$ cat config.mk
export PLATFORM = sky130hd
export DESIGN_NAME = serial_n_adder
export DESIGN_NICKNAME = d
export VERILOG_FILES = /design/src/rtl/serial_n_adder.sv
export SDC_FILE = /design/constraint.sdc
export NUM_CORES = 1
export LEC_CHECK = 0
export BUFFER_PORTS_ARGS = -buffer_cell sky130_fd_sc_hd__buf_2
export CAP_MARGIN = 5
export CELL_PAD_IN_SITES_DETAIL_PLACEMENT = 1
export CELL_PAD_IN_SITES_GLOBAL_PLACEMENT = 1
export CORE_ASPECT_RATIO = 2
export CORE_MARGIN = 1
export CORE_UTILIZATION = 41
export CTS_CLUSTER_DIAMETER = 60
export CTS_CLUSTER_SIZE = 30
export DETAILED_ROUTE_END_ITERATION = 8
export GPL_TIMING_DRIVEN = 0
export PLACE_DENSITY_LB_ADDON = 0.12
export SETUP_SLACK_MARGIN = 0.3
export SYNTH_ARGS = -nofsm -noshare
export SYNTH_HDL_FRONTEND = slang
export SYNTH_SLANG_ARGS = --single-unit
$ cat constraint.sdc
create_clock -name clk -period 2.3 [get_ports clk]
set_clock_uncertainty 0.05 [all_clocks]
set_input_delay 0.575 -clock clk [delete_from_list [all_inputs] [get_ports clk]]
set_output_delay 0.575 -clock clk [all_outputs]
set_load 0.1 [all_outputs]
$ cat src/rtl/serial_n_adder.sv
// serial_n_adder: digit-serial signed adder.
// Adds two N-bit two's-complement operands plus carry-in, W bits per clock,
// over K = N/W cycles, with valid/ready handshakes on both sides.
// Reports the modulo-2^N sum, the unsigned carry-out and signed overflow.
//
// Optional build macro: SERIAL_N_ADDER_SAT_EN
//   defined   -> on overflow S is replaced by the saturated extreme
//   undefined -> S is always the wrapped sum (no saturation logic)
//
// state | meaning
// IDLE  | waiting for operands, in_ready=1
// BUSY  | adding one W-bit digit per cycle, LSB digit first
// DONE  | result held on S/c_out/ovf until out_ready

module serial_n_adder #(
    parameter int N = 8,
    parameter int W = 2
) (
    input  logic         clk,
    input  logic         rstn,
    input  logic         in_valid,
    output logic         in_ready,
    input  logic [N-1:0] A,
    input  logic [N-1:0] B,
    input  logic         c_in,
    output logic         out_valid,
    input  logic         out_ready,
    output logic [N-1:0] S,
    output logic         c_out,
    output logic         ovf
);

    localparam int K  = N / W;
    localparam int CW = $clog2(K + 1);

    // Reject illegal width combinations at elaboration time.
    if (N < 2 || W < 1 || W > N || (N % W) != 0) begin : g_bad_params
        $error("serial_n_adder: need N >= 2, 1 <= W <= N and N %% W == 0");
    end

    typedef enum logic [1:0] {
        IDLE = 2'd0,
        BUSY = 2'd1,
        DONE = 2'd2
    } state_t;

    state_t state;
    state_t state_next;

    logic [N-1:0]  a_reg;
    logic [N-1:0]  b_reg;
    logic [N-1:0]  s_reg;
    logic          carry;
    logic          sign_a;
    logic          sign_b;
    logic          c_out_reg;
    logic          ovf_reg;
    logic [CW-1:0] cnt;

    logic          accept;
    logic          last_digit;
    logic [W:0]    digit_sum;
    logic [N-1:0]  s_shift;
    logic [N-1:0]  a_next;
    logic [N-1:0]  b_next;
    logic          ovf_calc;

`ifdef SERIAL_N_ADDER_SAT_EN
    logic [N-1:0]  sat_value;
`endif

    // Handshake signals are pure decodes of the registered state.
    assign in_ready   = (state == IDLE);
    assign out_valid  = (state == DONE);
    assign accept     = in_valid && in_ready;
    assign last_digit = (cnt == CW'(K - 1));

    assign S     = s_reg;
    assign c_out = c_out_reg;
    assign ovf   = ovf_reg;

    // State register.
    always_ff @(posedge clk or negedge rstn) begin
        if (!rstn) begin
            state <= IDLE;
        end else begin
            state <= state_next;
        end
    end

    // Next-state decode: accept in IDLE, count digits in BUSY, hold in DONE.
    always_comb begin
        state_next = state;
        case (state)
            IDLE: begin
                if (accept) begin
                    state_next = BUSY;
                end
            end
            BUSY: begin
                if (last_digit) begin
                    state_next = DONE;
                end
            end
            DONE: begin
                if (out_ready) begin
                    state_next = IDLE;
                end
            end
            default: begin
                state_next = IDLE;
            end
        endcase
    end

    // One digit of the ripple: low W bits of each operand plus the running carry.
    always_comb begin
        digit_sum = {1'b0, a_reg[W-1:0]} + {1'b0, b_reg[W-1:0]} + {{W{1'b0}}, carry};
    end

    // Shift paths; W==N has nothing left to shift in after the single digit.
    if (W == N) begin : g_single_digit
        // Whole operand is one digit, so the sum replaces S and operands empty out.
        always_comb begin
            s_shift = digit_sum[W-1:0];
            a_next  = '0;
            b_next  = '0;
        end
    end else begin : g_multi_digit
        // New digit enters at the top of S; operands move down by one digit.
        always_comb begin
            s_shift = {digit_sum[W-1:0], s_reg[N-1:W]};
            a_next  = {{W{1'b0}}, a_reg[N-1:W]};
            b_next  = {{W{1'b0}}, b_reg[N-1:W]};
        end
    end

    // Overflow uses the signs captured at acceptance, since a_reg/b_reg have
    // been shifted away by the time the final digit is produced.
    always_comb begin
        ovf_calc = (sign_a == sign_b) && (s_shift[N-1] != sign_a);
    end

`ifdef SERIAL_N_ADDER_SAT_EN
    // Saturated extreme selected by the common operand sign.
    always_comb begin
        sat_value = sign_a ? {1'b1, {(N-1){1'b0}}} : {1'b0, {(N-1){1'b1}}};
    end
`endif

    // Operand capture, digit-serial accumulation and result latching.
    always_ff @(posedge clk or negedge rstn) begin
        if (!rstn) begin
            a_reg     <= '0;
            b_reg     <= '0;
            s_reg     <= '0;
            carry     <= 1'b0;
            sign_a    <= 1'b0;
            sign_b    <= 1'b0;
            c_out_reg <= 1'b0;
            ovf_reg   <= 1'b0;
            cnt       <= '0;
        end else begin
            case (state)
                IDLE: begin
                    if (accept) begin
                        a_reg     <= A;
                        b_reg     <= B;
                        carry     <= c_in;
                        sign_a    <= A[N-1];
                        sign_b    <= B[N-1];
                        c_out_reg <= 1'b0;
                        ovf_reg   <= 1'b0;
                        cnt       <= '0;
                    end
                end
                BUSY: begin
                    a_reg <= a_next;
                    b_reg <= b_next;
                    carry <= digit_sum[W];
                    cnt   <= cnt + CW'(1);
                    s_reg <= s_shift;
                    if (last_digit) begin
                        c_out_reg <= digit_sum[W];
                        ovf_reg   <= ovf_calc;
`ifdef SERIAL_N_ADDER_SAT_EN
                        if (ovf_calc) begin
                            s_reg <= sat_value;
                        end
`endif
                    end
                end
                default: begin
                end
            endcase
        end
    end

endmodule

==> metrics.cfg <==
[run_status]
outcome=complete, no violations

[global_route]
grt_usage=0.215
antenna_found_initial=0
grt_overflow=0
grt_max_degree=35
grt_pass1_vias=1370
grt_pass1_wl_mm=6.49

[finish]
final_core_util=0.520
insertedDiodeCount=0
layout-drive-gt1-share=0.281
final_cell_mix=nand2_1, buf_2, dfrtp_1
layout_commonest_cell=nand2_1
fillCellCount=450
nets=223
syn_to_final_growth_pct=20.3
final_cell_area_sq_um=1920

[worst_setup_path]
rrSetupSlack_ns=0.38
critPathLaunchType=flop
crit_type=reg2out
critPathArrivalTime_ns=1.32
end_kind=primary output
cp.required_ns=1.67
rr_worst_depth=6
crit_fanout=10

[timing]
relSlewSlack=0.488
layout_worst_path_cycle_share=0.847
rsz0062_at_grt=false
finalSetupViolCount=0
finalHoldViolations=0
fmax_mhz=514
drv_slew=0
hold_slack_ns=0.308
finalSetupTns_ns=0
min_period_ns=1.95
tightest_slew_ns=0.768

[synthesis]
mappedNetlistNets=184
synth_top_family_by_area=simple AND/OR/NAND/NOR gates
synthXorXnorAreaFrac=0
ys_types=27
synth-adder-area-share=0.0408
synth-seq-cells=34
synthMuxAreaShare=0.0644
yosysWarningCount=0
yosys.area_share.simple=0.166
syn_area_per_cell_sq_um=10.0
synth-compound-area-share=0.119
syn-cell-area_sq_um=1590
netlist_instances=159
yosysSeqAreaShare=0.534

[floorplanning]
io_pins=33
coreArea_sq_um=3680
initial_core_util=0.433
die-width_um=46.1
rows=31
die_height_um=90.2
die_area_sq_um=4160

[placed_design]
finalWeightedCongestion=0.748
dpl.hpwl_mm=2.91
placed_area_sq_um=1820
portBuffers=32

[routing]
detail-route-antenna-nets=0
via_count=1269
dr.pass1.iters=4
drc=0
wl_per_cell_um=15.9
drt-total-wl_mm=3.94
drt_iter0_markers=14
vias_per_cell=5.12

[clock_network]
path_clk_slew_ns=0.07
clock_sinks=34
cts_tree=built
hold_buffers=0
clock_latency_ns=0.29
cts_setup_buffers=0
clockRootBuffer=clkbuf_8
cts_max_level=2
cts_buffers=5
clockBufferDepth=2

[worst_hold_path]
hold_path.class=in2async

[job]
cap_violations=0

[cell usage after synthesis]
cell type / number / share of area
a21oi_1: 2 / 0.0063
inv_1: 8 / 0.019
nand2b_1: 2 / 0.0078
nor3_1: 1 / 0.0031
o21ai_0: 13 / 0.041
o211ai_1: 2 / 0.0094
buf_12: 1 / 0.013
dfrtp_1: 34 / 0.53
o21ai_1: 4 / 0.013
buf_2: 6 / 0.019
o311ai_1: 1 / 0.0055
nor2b_1: 6 / 0.024
or3_1: 1 / 0.0039
and3_1: 1 / 0.0039
buf_4: 1 / 0.0047
mux2i_1: 8 / 0.050
fa_1: 2 / 0.025
ha_1: 2 / 0.016
nand2_1: 48 / 0.11
nor2_1: 1 / 0.0024
mux2_2: 2 / 0.014
o311ai_0: 3 / 0.016
o21bai_1: 2 / 0.0094
o22ai_1: 2 / 0.0078
nor3b_2: 1 / 0.0078
buf_6: 3 / 0.021
a22o_1: 2 / 0.011
[metrics by stage]
stage | setup WS [ns] | instances
4_1_cts | 0.335 | 248
6_report | 0.353 | 248
2_1_floorplan | 0.350 | 159
3_3_place_gp | 0.398 | 240
5_1_grt | 0.300 | 248
3_5_place_dp | 0.346 | 240
[routing by layer]
metal,global-route usage,part of all wire,up-vias
met4,0.0833,0.032,0
met1,0.229,0.37,629
met5,0,0,-
met2,0.383,0.56,34
met3,0.0442,0.036,9
li1,-,-,597
[worst max-delay path, cell delays in order, from the launching register on]
cell     delay [ns]
dfrtp_1        0.37
buf_4          0.17
nor2_2         0.07
buf_2          0.42
[logic make-up after synthesis]
group / Yosys count
flops: 34
mux: 10
fa+ha+maj: 4
buf+inv: 19
simple gates: 61
compound gates: 31
[what timing repair did]
action,CTS,global route
setup endpoints to repair,1,1
hold endpoints to repair,0,0
resized for setup,1,1
[cell type report]
type / instances / area (sq um) / share of cell area
Sequential cell: 34 / 851 / 0.444
Multi-Input combinational cell: 106 / 629 / 0.328
Timing Repair Buffer: 32 / 163 / 0.0849
Buffer: 11 / 91.3 / 0.0477
Clock buffer: 7 / 86.3 / 0.0450
Tap cell: 49 / 61.3 / 0.0320
Inverter: 8 / 30.0 / 0.0157
Clock inverter: 1 / 5.00 / 0.00261
[worst paths after layout]
| path | start | end |
|---|---|---|
| setup / recovery | state[0]$_DFFE_PN0P_ | in_ready |
| hold / removal | rstn | a_reg[4]$_DFFE_PN0P_ |
| setup reg to reg | a_reg[0]$_DFFE_PN0P_ | ovf$_DFFE_PN0P_ |
| hold reg to reg | S[1]$_DFFE_PN0N_ | S[1]$_DFFE_PN0N_ |
| max in group asynchronous | rstn | a_reg[7]$_DFFE_PN0P_ |
| min in group clk | S[1]$_DFFE_PN0N_ | S[1]$_DFFE_PN0N_ |
Power is left out: the tool's default activity adds up to more than one toggle a clock period on the data nets, which glitch-free logic cannot reach.
